===== src/rtl/bpred_pkg.sv =====
// Shared types and helpers for the perceptron branch predictor.
// Holds the FSM state type, accumulator sizing and saturating weight step.
package bpred_pkg;

    typedef enum logic [1:0] {
        ST_IDLE     = 2'd0,
        ST_COMPUTE  = 2'd1,
        ST_WAIT_RES = 2'd2,
        ST_TRAIN    = 2'd3
    } bpred_state_t;

    // Enough headroom for HIST_LEN+1 full-scale weights of either sign.
    function automatic int sum_width(input int weight_w, input int hist_len);
        return weight_w + $clog2(hist_len + 1);
    endfunction

    // Weights are carried as 8-bit signed here; the caller truncates back to WEIGHT_W.
    function automatic logic signed [7:0] sat_step(input logic signed [7:0] w,
                                                   input logic              up,
                                                   input int                weight_w);
        logic signed [8:0] lim;
        logic signed [8:0] nxt;
        lim = $signed(9'((1 << (weight_w - 1)) - 1));
        nxt = up ? ($signed({w[7], w}) + 9'sd1) : ($signed({w[7], w}) - 9'sd1);
        if (nxt > lim) begin
            nxt = lim;
        end else if (nxt < -lim) begin
            nxt = -lim;
        end
        return nxt[7:0];
    endfunction

endpackage


===== src/rtl/bpred_weight_bank.sv =====
// Perceptron weight store: NUM_PERC rows of NUM_W signed weights, async clear to zero.
// Latency: combinational read, write lands on the next clock edge; no backpressure.
// Backpressure: none, the owning FSM serialises all accesses.
module bpred_weight_bank #(
    parameter int NUM_PERC = 8,
    parameter int NUM_W    = 8,
    parameter int WEIGHT_W = 8,
    parameter int IDX_W    = 3,
    parameter int SEL_W    = 3
) (
    input  logic                       clk,
    input  logic                       rst_n,
    input  logic [IDX_W-1:0]           rd_idx,
    input  logic [SEL_W-1:0]           rd_sel,
    output logic signed [WEIGHT_W-1:0] rd_dat,
    input  logic                       wr_en,
    input  logic [IDX_W-1:0]           wr_idx,
    input  logic [SEL_W-1:0]           wr_sel,
    input  logic signed [WEIGHT_W-1:0] wr_dat
);

    logic signed [WEIGHT_W-1:0] weights [NUM_PERC][NUM_W];

    always_ff @(posedge clk or negedge rst_n) begin
        if (!rst_n) begin
            for (int p = 0; p < NUM_PERC; p++) begin
                for (int s = 0; s < NUM_W; s++) begin
                    weights[p][s] <= '0;
                end
            end
        end else if (wr_en) begin
            weights[wr_idx][wr_sel] <= wr_dat;
        end
    end

    assign rd_dat = weights[rd_idx][rd_sel];

endmodule


===== src/rtl/perceptron_bpred.sv =====
// Perceptron branch predictor with a serial dot product and serial training; BPRED_STATS_EN adds counters.
// Latency: prediction HIST_LEN+2 cycles after the request; training adds HIST_LEN+1 cycles before done.
// Backpressure: req_ready is low for the whole transaction; flush abandons it without side effects.
module perceptron_bpred
    import bpred_pkg::*;
#(
    parameter int HIST_LEN = 7,
    parameter int WEIGHT_W = 8,
    parameter int NUM_PERC = 8,
    parameter int PC_W     = 8,
    parameter int THETA    = 15
) (
    input  logic            clk,
    input  logic            rst_n,
    input  logic            req_valid,
    output logic            req_ready,
    input  logic [PC_W-1:0] req_pc,
    output logic            pred_valid,
    output logic            pred_taken,
    input  logic            res_valid,
    input  logic            res_taken,
    input  logic            flush,
    output logic            done
`ifdef BPRED_STATS_EN
    ,
    output logic [15:0]     stat_pred,
    output logic [15:0]     stat_mispred
`endif
);

    localparam int NUM_W = HIST_LEN + 1;
    localparam int IDX_W = (NUM_PERC > 1) ? $clog2(NUM_PERC) : 1;
    localparam int CNT_W = $clog2(NUM_W);
    localparam int SUM_W = sum_width(WEIGHT_W, HIST_LEN);
    localparam logic [CNT_W-1:0] CNT_LAST = CNT_W'(HIST_LEN);
    localparam logic [31:0]      THETA_U  = 32'(THETA);

    bpred_state_t               state;
    logic [IDX_W-1:0]           idx;
    logic [IDX_W-1:0]           idx_next;
    logic [CNT_W-1:0]           cnt;
    logic signed [SUM_W-1:0]    sum;
    logic signed [SUM_W-1:0]    sum_acc;
    logic signed [SUM_W-1:0]    w_term;
    logic [SUM_W-1:0]           sum_abs;
    logic [HIST_LEN-1:0]        history;
    logic [HIST_LEN-1:0]        hist_next;
    logic [HIST_LEN:0]          x_vec;
    logic                       x_pos;
    logic                       train_t;
    logic                       shift_bit;
    logic                       mispred;
    logic                       low_conf;
    logic signed [WEIGHT_W-1:0] rd_dat;
    logic signed [WEIGHT_W-1:0] wr_dat;
    logic signed [7:0]          rd_ext;
    logic                       wr_en;

    // Slot 0 is the bias, whose input is a constant +1; slot i+1 pairs with history bit i.
    always_comb begin
        idx_next  = IDX_W'(req_pc >> 2) ^ IDX_W'(history);
        x_vec     = {history, 1'b1};
        x_pos     = x_vec[cnt];
        w_term    = {{(SUM_W - WEIGHT_W){rd_dat[WEIGHT_W-1]}}, rd_dat};
        sum_acc   = x_pos ? (sum + w_term) : (sum - w_term);
        sum_abs   = sum[SUM_W-1] ? $unsigned(-sum) : $unsigned(sum);
        mispred   = (res_taken != pred_taken);
        low_conf  = ({{(32 - SUM_W){1'b0}}, sum_abs} <= THETA_U);
        shift_bit = (state == ST_TRAIN) ? train_t : res_taken;
        hist_next = HIST_LEN'({history, shift_bit});
        rd_ext    = 8'(rd_dat);
        wr_dat    = WEIGHT_W'(sat_step(rd_ext, train_t == x_pos, WEIGHT_W));
        wr_en     = (state == ST_TRAIN) && !flush;
    end

    assign req_ready = (state == ST_IDLE);

    bpred_weight_bank #(
        .NUM_PERC (NUM_PERC),
        .NUM_W    (NUM_W),
        .WEIGHT_W (WEIGHT_W),
        .IDX_W    (IDX_W),
        .SEL_W    (CNT_W)
    ) u_bank (
        .clk    (clk),
        .rst_n  (rst_n),
        .rd_idx (idx),
        .rd_sel (cnt),
        .rd_dat (rd_dat),
        .wr_en  (wr_en),
        .wr_idx (idx),
        .wr_sel (cnt),
        .wr_dat (wr_dat)
    );

    always_ff @(posedge clk or negedge rst_n) begin
        if (!rst_n) begin
            state      <= ST_IDLE;
            idx        <= '0;
            cnt        <= '0;
            sum        <= '0;
            history    <= '0;
            train_t    <= 1'b0;
            pred_valid <= 1'b0;
            pred_taken <= 1'b0;
            done       <= 1'b0;
        end else begin
            pred_valid <= 1'b0;
            done       <= 1'b0;
            case (state)
                ST_IDLE: begin
                    if (req_valid) begin
                        idx   <= idx_next;
                        cnt   <= '0;
                        sum   <= '0;
                        state <= ST_COMPUTE;
                    end
                end
                ST_COMPUTE: begin
                    if (flush) begin
                        state <= ST_IDLE;
                    end else begin
                        sum <= sum_acc;
                        if (cnt == CNT_LAST) begin
                            pred_valid <= 1'b1;
                            pred_taken <= !sum_acc[SUM_W-1];
                            state      <= ST_WAIT_RES;
                        end else begin
                            cnt <= cnt + 1'b1;
                        end
                    end
                end
                ST_WAIT_RES: begin
                    if (flush) begin
                        state <= ST_IDLE;
                    end else if (res_valid) begin
                        train_t <= res_taken;
                        if (mispred || low_conf) begin
                            cnt   <= '0;
                            state <= ST_TRAIN;
                        end else begin
                            done    <= 1'b1;
                            history <= hist_next;
                            state   <= ST_IDLE;
                        end
                    end
                end
                ST_TRAIN: begin
                    // History only moves on retire so every slot trains against the same inputs.
                    if (flush) begin
                        state <= ST_IDLE;
                    end else if (cnt == CNT_LAST) begin
                        done    <= 1'b1;
                        history <= hist_next;
                        state   <= ST_IDLE;
                    end else begin
                        cnt <= cnt + 1'b1;
                    end
                end
                default: state <= ST_IDLE;
            endcase
        end
    end

`ifdef BPRED_STATS_EN
    always_ff @(posedge clk or negedge rst_n) begin
        if (!rst_n) begin
            stat_pred    <= '0;
            stat_mispred <= '0;
        end else begin
            if (pred_valid) begin
                stat_pred <= stat_pred + 16'd1;
            end
            if ((state == ST_WAIT_RES) && res_valid && !flush && mispred) begin
                stat_mispred <= stat_mispred + 16'd1;
            end
        end
    end
`endif

endmodule


===== config.mk =====
export PLATFORM = sky130hd
export DESIGN_NAME = perceptron_bpred
export DESIGN_NICKNAME = d
export VERILOG_FILES = /design/src/rtl/bpred_pkg.sv /design/src/rtl/bpred_weight_bank.sv /design/src/rtl/perceptron_bpred.sv
export SDC_FILE = /design/constraint.sdc
export NUM_CORES = 1
export LEC_CHECK = 0
export CORE_ASPECT_RATIO = 1.25
export CORE_MARGIN = 3
export CORE_UTILIZATION = 55
export DETAILED_ROUTE_END_ITERATION = 8
export GPL_TIMING_DRIVEN = 0
export PLACE_DENSITY = 0.83
export SLEW_MARGIN = 20
export SYNTH_ARGS = -nofsm -noshare
export SYNTH_HDL_FRONTEND = slang
export SYNTH_HIERARCHICAL = 1
export SYNTH_SLANG_ARGS = --single-unit

===== constraint.sdc =====
create_clock -name clk -period 4.2 [get_ports clk]
set_input_delay 0.84 -clock clk [delete_from_list [all_inputs] [get_ports clk]]
set_output_delay 0.84 -clock clk [all_outputs]
set_load 0.1 [all_outputs]

==> results of run 1 <==
## through the flow
step	area [sq um]	hold slack (ns)	TNS, ns
after floorplan	26400	0.456	0
after global placement	27300	0.468	-
after detailed placement	27500	0.479	-1133.45
after CTS	31300	0.309	-199.11
after global routing	31600	0.354	-383.73
final	31700	0.268	-352.38
## critical path: stages, from the launching register on
cell and delay [ns]:
dfrtp_2 0.46, buf_8 0.18, buf_12 0.18, buf_8 0.18
buf_8 0.20, mux4_2 0.37, o21ai_1 0.15, a21oi_1 0.11
o21ai_2 0.43, o21ai_4 0.18, inv_2 0.12, fa_2 0.50
or3_4 0.37, nor4_1 0.22, and4_2 0.34, nor3_1 0.09
o21ai_1 0.23, buf_6 0.24, clkbuf_16 0.25, mux2_2 0.17
## cells in the final DEF, fill, tap and decap left out, types with 9 or more instances in the layout
cell,instances
dfrtp_1,538
mux2_2,520
mux4_2,115
clkbuf_16,79
buf_4,61
nor2_1,40
nand2_1,40
nor2_2,39
clkbuf_8,37
a21oi_1,23
clkbuf_1,22
mux2i_1,20
o21ai_0,18
buf_12,15
mux2_1,14
ha_1,14
buf_8,14
mux4_1,14
nor2b_1,13
nor2_4,13
buf_6,13
buf_2,11
xnor2_1,11
nor3_1,11
o21ai_4,11
clkdlybuf4s50_1,11
clkbuf_2,11
inv_1,10
nand2b_1,10
a22o_1,9
o21ai_1,9
a211oi_1,9
clkbuf_4,9
## layer usage
layer,GRT usage,vias to the layer above,routed length (um)
met5,0,-,0
met3,0.0903,508,8320
met4,0.263,0,8700
met1,0.385,9441,29300
met2,0.521,1236,39500
li1,-,7008,-
## sequential cells by signal (all words and copies together) (netlist names)
register / cells
u_bank/weights: 512
sum: 11
history: 7
cnt: 3
idx: 3
state: 2
done: 1
pred_taken: 1
pred_valid: 1
train_t: 1
## timing repair
item | 4_1_cts | 5_1_grt
endpoints found under the setup margin | 523 | 521
setup buffers | 51 | 17
gates resized for setup | 316 | 45
pin swaps | 30 | 16
cloned | 10 | 1
## logic make-up after synthesis
family	share of synthesized area
AO/OA/AOI/OAI	0.0354
XOR/XNOR	0.00664
adder cells (fa/ha/maj)	0.0136
buffers and inverters	0.0270
flip-flops	0.514
multiplexers	0.352
AND/OR/NAND/NOR	0.0509
## final timing paths
path                                     startpoint                   to  slack (ns)  depth (start not counted)
worst max-delay path                         idx[1]  u_bank/weights[464]       -0.91                         19
worst max register to register               idx[1]  u_bank/weights[464]       -0.91                         19
max in group asynchronous                     rst_n   u_bank/weights[84]        2.02                          4
worst min-delay path                          rst_n  u_bank/weights[505]        0.27                          1
min in group clk                u_bank/weights[363]  u_bank/weights[363]        0.49                          1
worst min register to register  u_bank/weights[363]  u_bank/weights[363]        0.49                          1
## final cells by class
cell class / instances / area [sq um] / share of cell area
multi-input combinational: 1123 / 12800 / 0.403
clock buffer: 78 / 1610 / 0.0509
buffer: 119 / 1540 / 0.0486
clock inverter: 18 / 283 / 0.00893
inverter: 12 / 45.0 / 0.00142
sequential: 542 / 13600 / 0.429
antenna: 6 / 15.0 / 0.000474
timing repair buffer: 95 / 1040 / 0.0330
tap: 637 / 797 / 0.0252
==> results.cfg, run 1 <==
[outcome]
status = finished, violations left
violations = setup timing

[clock_tree]
htree_levels = 2
clk_pin_slew_ns = 0.06
clkLatencyLatePin_ns = 0.60
clock-sinks = 542
ctsHoldBuffers = 0
cts_root_buffer = clkbuf_16
cts_tree = yes
cts_buffers = 52
ctsLongestPathBuffers = 3

[floorplanning]
num_rows = 89
die_w_um = 202
core_sq_mm = 0.0473
die_h_um = 251
num_io_pins = 18
dieArea_sq_mm = 0.0506
start_util = 0.557

[yosys]
synthesis.nets = 1838
ys.flop_type = dfrtp_1
yosysMostFrequentCell = dfrtp_1
synth_seq_area_share = 0.514
synthTopCellsByCount = 542 x dfrtp_1, 521 x mux2_2, 110 x mux4_2
synth.distinct_cells = 80
ys_warn_count = 6
ys_ff_latch = 542
synth_top_cell_area_share = 0.514
async_flop_share = 1.00
netlist_top_cells_area = dfrtp_1 51%, mux2_2 22%, mux4_2 9.4%, mux4_1 1.9%, mux2i_1 1.1%
yosys.area.top_type = dfrtp_1
synth.cell_area_sq_mm = 0.0264
syn_inst = 1799
synth_edf_count = 0
syn_area_per_cell_sq_um = 14.7

[place]
io_buffers = 12
gp_congestion = 1.11
place.detailed.hpwl_mm = 53.0
dp_cells = 2453
pre_cts_ws_ns = -2.65

[routing]
drt-vias-per-instance = 6.92
drt_iter0_markers = 2018
wire_per_inst_um = 32.6
antenna_left = 0
via_count = 18200
drt_pass1_iterations = 6
routed_wl_mm = 85.8
drc = 0

[worst_setup_path]
cp-start-kind = flop
cp.arrival_ns = 5.62
cp_max_fo = 11
path_class = flop to flop
cp-end-kind = flop
required_ns = 4.71

[hold_path]
holdCritPathClass = input port to asynchronous set/reset pin

[global_route]
grtUsageTotal = 0.331
grt_max_degree = 102
grt_pass1_wl_mm = 124
grt.overflow.total = 0
antenna_found_initial = 10
grt_pass1_vias = 19000

[sta]
fin_crit_ns = 5.11
setup_slack_ns = -0.909
slew_viol_final = 0
setup_viol_count_final = 521
rsz0062_at_grt = yes
layout_worst_path_cycle_share = 1.22
hold_viol = 0
max_freq_ghz = 0.196
skew_ns = 0.0332
slew_headroom = 0.325
tightest_slew_ns = 1.01

[final_layout]
layout-drive-gt1-share = 0.535
final_nets = 1984
fin_util = 0.669
fill_cells = 2992
area_growth_pct = 20.0
stdcell_count = 2630

[flow_run]
maxCapViolCount = 0
Power of run 1 is not shown: default switching activity piles up to over one toggle a cycle in this logic, so the estimate is an artifact.
==> run 2: changes to the inputs <==
--- a/constraint.sdc
+++ b/constraint.sdc
@@ -3,2 +3,2 @@
 set_output_delay 0.84 -clock clk [all_outputs]
-set_load 0.1 [all_outputs]
+set_load 0.02 [all_outputs]
==> results of run 2 <==
No change in the layout: final DEF, timing and power equal those of run 1.
Power of run 2 is left out for the same reason.
==> RTL edit: new RTL, flow settings as in run 2 <==
Set the parameter `HIST_LEN` to 6 (it was 7).
--- a/src/rtl/perceptron_bpred.sv
+++ b/src/rtl/perceptron_bpred.sv
@@ -4,7 +4,7 @@
 module perceptron_bpred
     import bpred_pkg::*;
 #(
-    parameter int HIST_LEN = 7,
+    parameter int HIST_LEN = 6,
     parameter int WEIGHT_W = 8,
     parameter int NUM_PERC = 8,
     parameter int PC_W     = 8,
Function: no difference found for any inputs over 4 cycles, from zero or initial values and one cycle with rst_n low; that may be too few to reach the edited logic, so the function may still have changed.
==> RTL edit against run 2 <==
  * The flow finishes with violations (DRC, setup timing)
  * Wire length fell by 14%
  * Worst setup slack worse by 0.039 ns
  * Sequential cell count down 65
  * Design area shrank 12%
  * First-iteration DRC count is 2.2% higher
  * Synthesized area decreased by 13%
  * Count of clock-buffer cells in the layout fell by 9
  * Largest cell class unchanged
  * Highest routed layer unchanged
Power is not shown: default switching activity piles up to over one toggle a cycle in this logic, so the estimate is an artifact.
==> RTL edit: results (changes against run 2) <==
metric,value,unit,change
startpoint_type,register,,
async_reset_ff_share,100,%,unchanged
hold_slack,0.135,ns,-0.133 ns
cpLargestDelayFamily,multiplexers,,
grt_pass1_vias,16000,,-16%
dp_hpwl,44.9,mm,-15%
antenna_found_initial,1,,-9
insertion_delay,0.57,ns,-0.03 ns
status,finished with violations,,
postCtsHoldBufs,0,,unchanged
ys_warn_count,6,,unchanged
gr-usage-met1,40.0,%,+1.4 points
syn-num-nets,1603,,-13%
reg2reg_from,idx[0],,
met1_length,25.6,mm,-13%
failed_checks,"DRC, setup timing",,
relSlewSlack,21.2,%,-11 points
place.port_buffers,12,,unchanged
ys_top_cells_by_count,"dfrtp_1 (477), mux2_2 (458), mux4_2 (133), clkbuf_1 (74), nor2_1 (66)",,
final-setup-viol-count,458,,-12%
fin_ws,-0.948,ns,-0.0390 ns
ys_types,60,,-25%
endpoint,u_bank/weights[240],,
layout.nets,1749,,-12%
drcViolationCount,1,,+1
gp_congestion,1.07,,-3.2%
dr_wl_met2,34.7,mm,-12%
cp_max_fo,8,,-3
met3_length,6.92,mm,-17%
top_regs,"u_bank/weights x448, sum x11, history x6",,
cts_made_buffers,45,,-13%
wirelength,73.9,mm,-14%
r2r_cells,18,,-1
grt_max_degree,109,,+6.9%
met3_usage,6.92,%,-2.1 points
synthTopCellsByArea,"dfrtp_1 (52%), mux2_2 (22%), mux4_2 (13%)",,
viasPerCell,6.84,,-1.2%
crit_slowest_cell,mux4_2,,
yosys_most_used_dff,dfrtp_1,,
grt_pass1_wl,105,mm,-15%
hold_class,primary input to asynchronous set/reset pin,,
clock_path_buffers,3,,unchanged
cts-root-buf,clkbuf_16,,
grt_use_met2,49.7,%,-2.4 points
grt_usage,32.0,%,-1.2 points
fin_worst_skew,0.0248,ns,-0.00838 ns
arrival,5.65,ns,+0.03 ns
drt_first_pass_iters,9,,+3
r2r-end,u_bank/weights[240],,
yosysSeqAreaShare,51.8,%,+0.40 points
drt-initial-drc-count,2063,,+2.2%
cpPeakStageDelay,0.52,ns,+0.02 ns
fillers,2535,,-15%
hold_viol_final,0,,unchanged
top_layer_used,met4,,
htree_levels,2,,unchanged
drive_above_1_share,52.2,%,-1.3 points
clk_pin_slew_worst_paths,0.07,ns,
-- RTL edit: cell count changes after synthesis, moves of 18 or more --
cell	delta
mux4_2	+23
dfrtp_1	-65
nor2_1	+18
mux4_1	-19
nor2_2	-36
mux2_2	-63
-- RTL edit: cell type report --
cell class / instances / area, um^2 / share of cell area, %
sequential: 477 / 11900 / 42.8
multi-input combinational: 965 / 11400 / 40.7
clock buffer: 69 / 1340 / 4.79
buffer: 100 / 1240 / 4.46
timing repair buffer: 100 / 1150 / 4.11
tap: 552 / 691 / 2.48
clock inverter: 11 / 98.8 / 0.354
inverter: 21 / 83.8 / 0.301
antenna: 2 / 5.00 / 0.0179
-- RTL edit: metrics by stage --
step	cells	cell area [um^2]	util, %	setup TNS, ns	setup WS (ns)
2_1_floorplan	1564	23500	-	-19.54	-0.131
3_3_place_gp	2128	24300	58.9	-8965.85	-17.34
3_5_place_dp	2133	24400	59.2	-740.65	-2.07
4_1_cts	2260	27300	66.2	-208.86	-0.675
5_1_grt	2295	27900	67.7	-348.58	-0.994
6_report	2297	27900	67.7	-323.42	-0.948
-- RTL edit: cell families (layout without fill, tap and decap cells) --
group	count (synthesis)	in the layout	synth area share, %
xor gates and xnor gates	23	23	0.875
other	0	2	0
muxes	609	609	36.2
and+or+nand+nor	198	198	4.08
AOI/OAI and AO/OA	108	108	3.26
buffers and inverters	122	301	2.27
DFF	477	477	51.8
adders and majority gates	27	27	1.51
-- RTL edit: what timing repair did --
item,4_1_cts,5_1_grt
pin swaps,19,21
endpoints found under the hold margin,0,0
buffers inserted,40,32
gates resized for setup,204,73
setup endpoints to repair,459,458
cloned,7,7
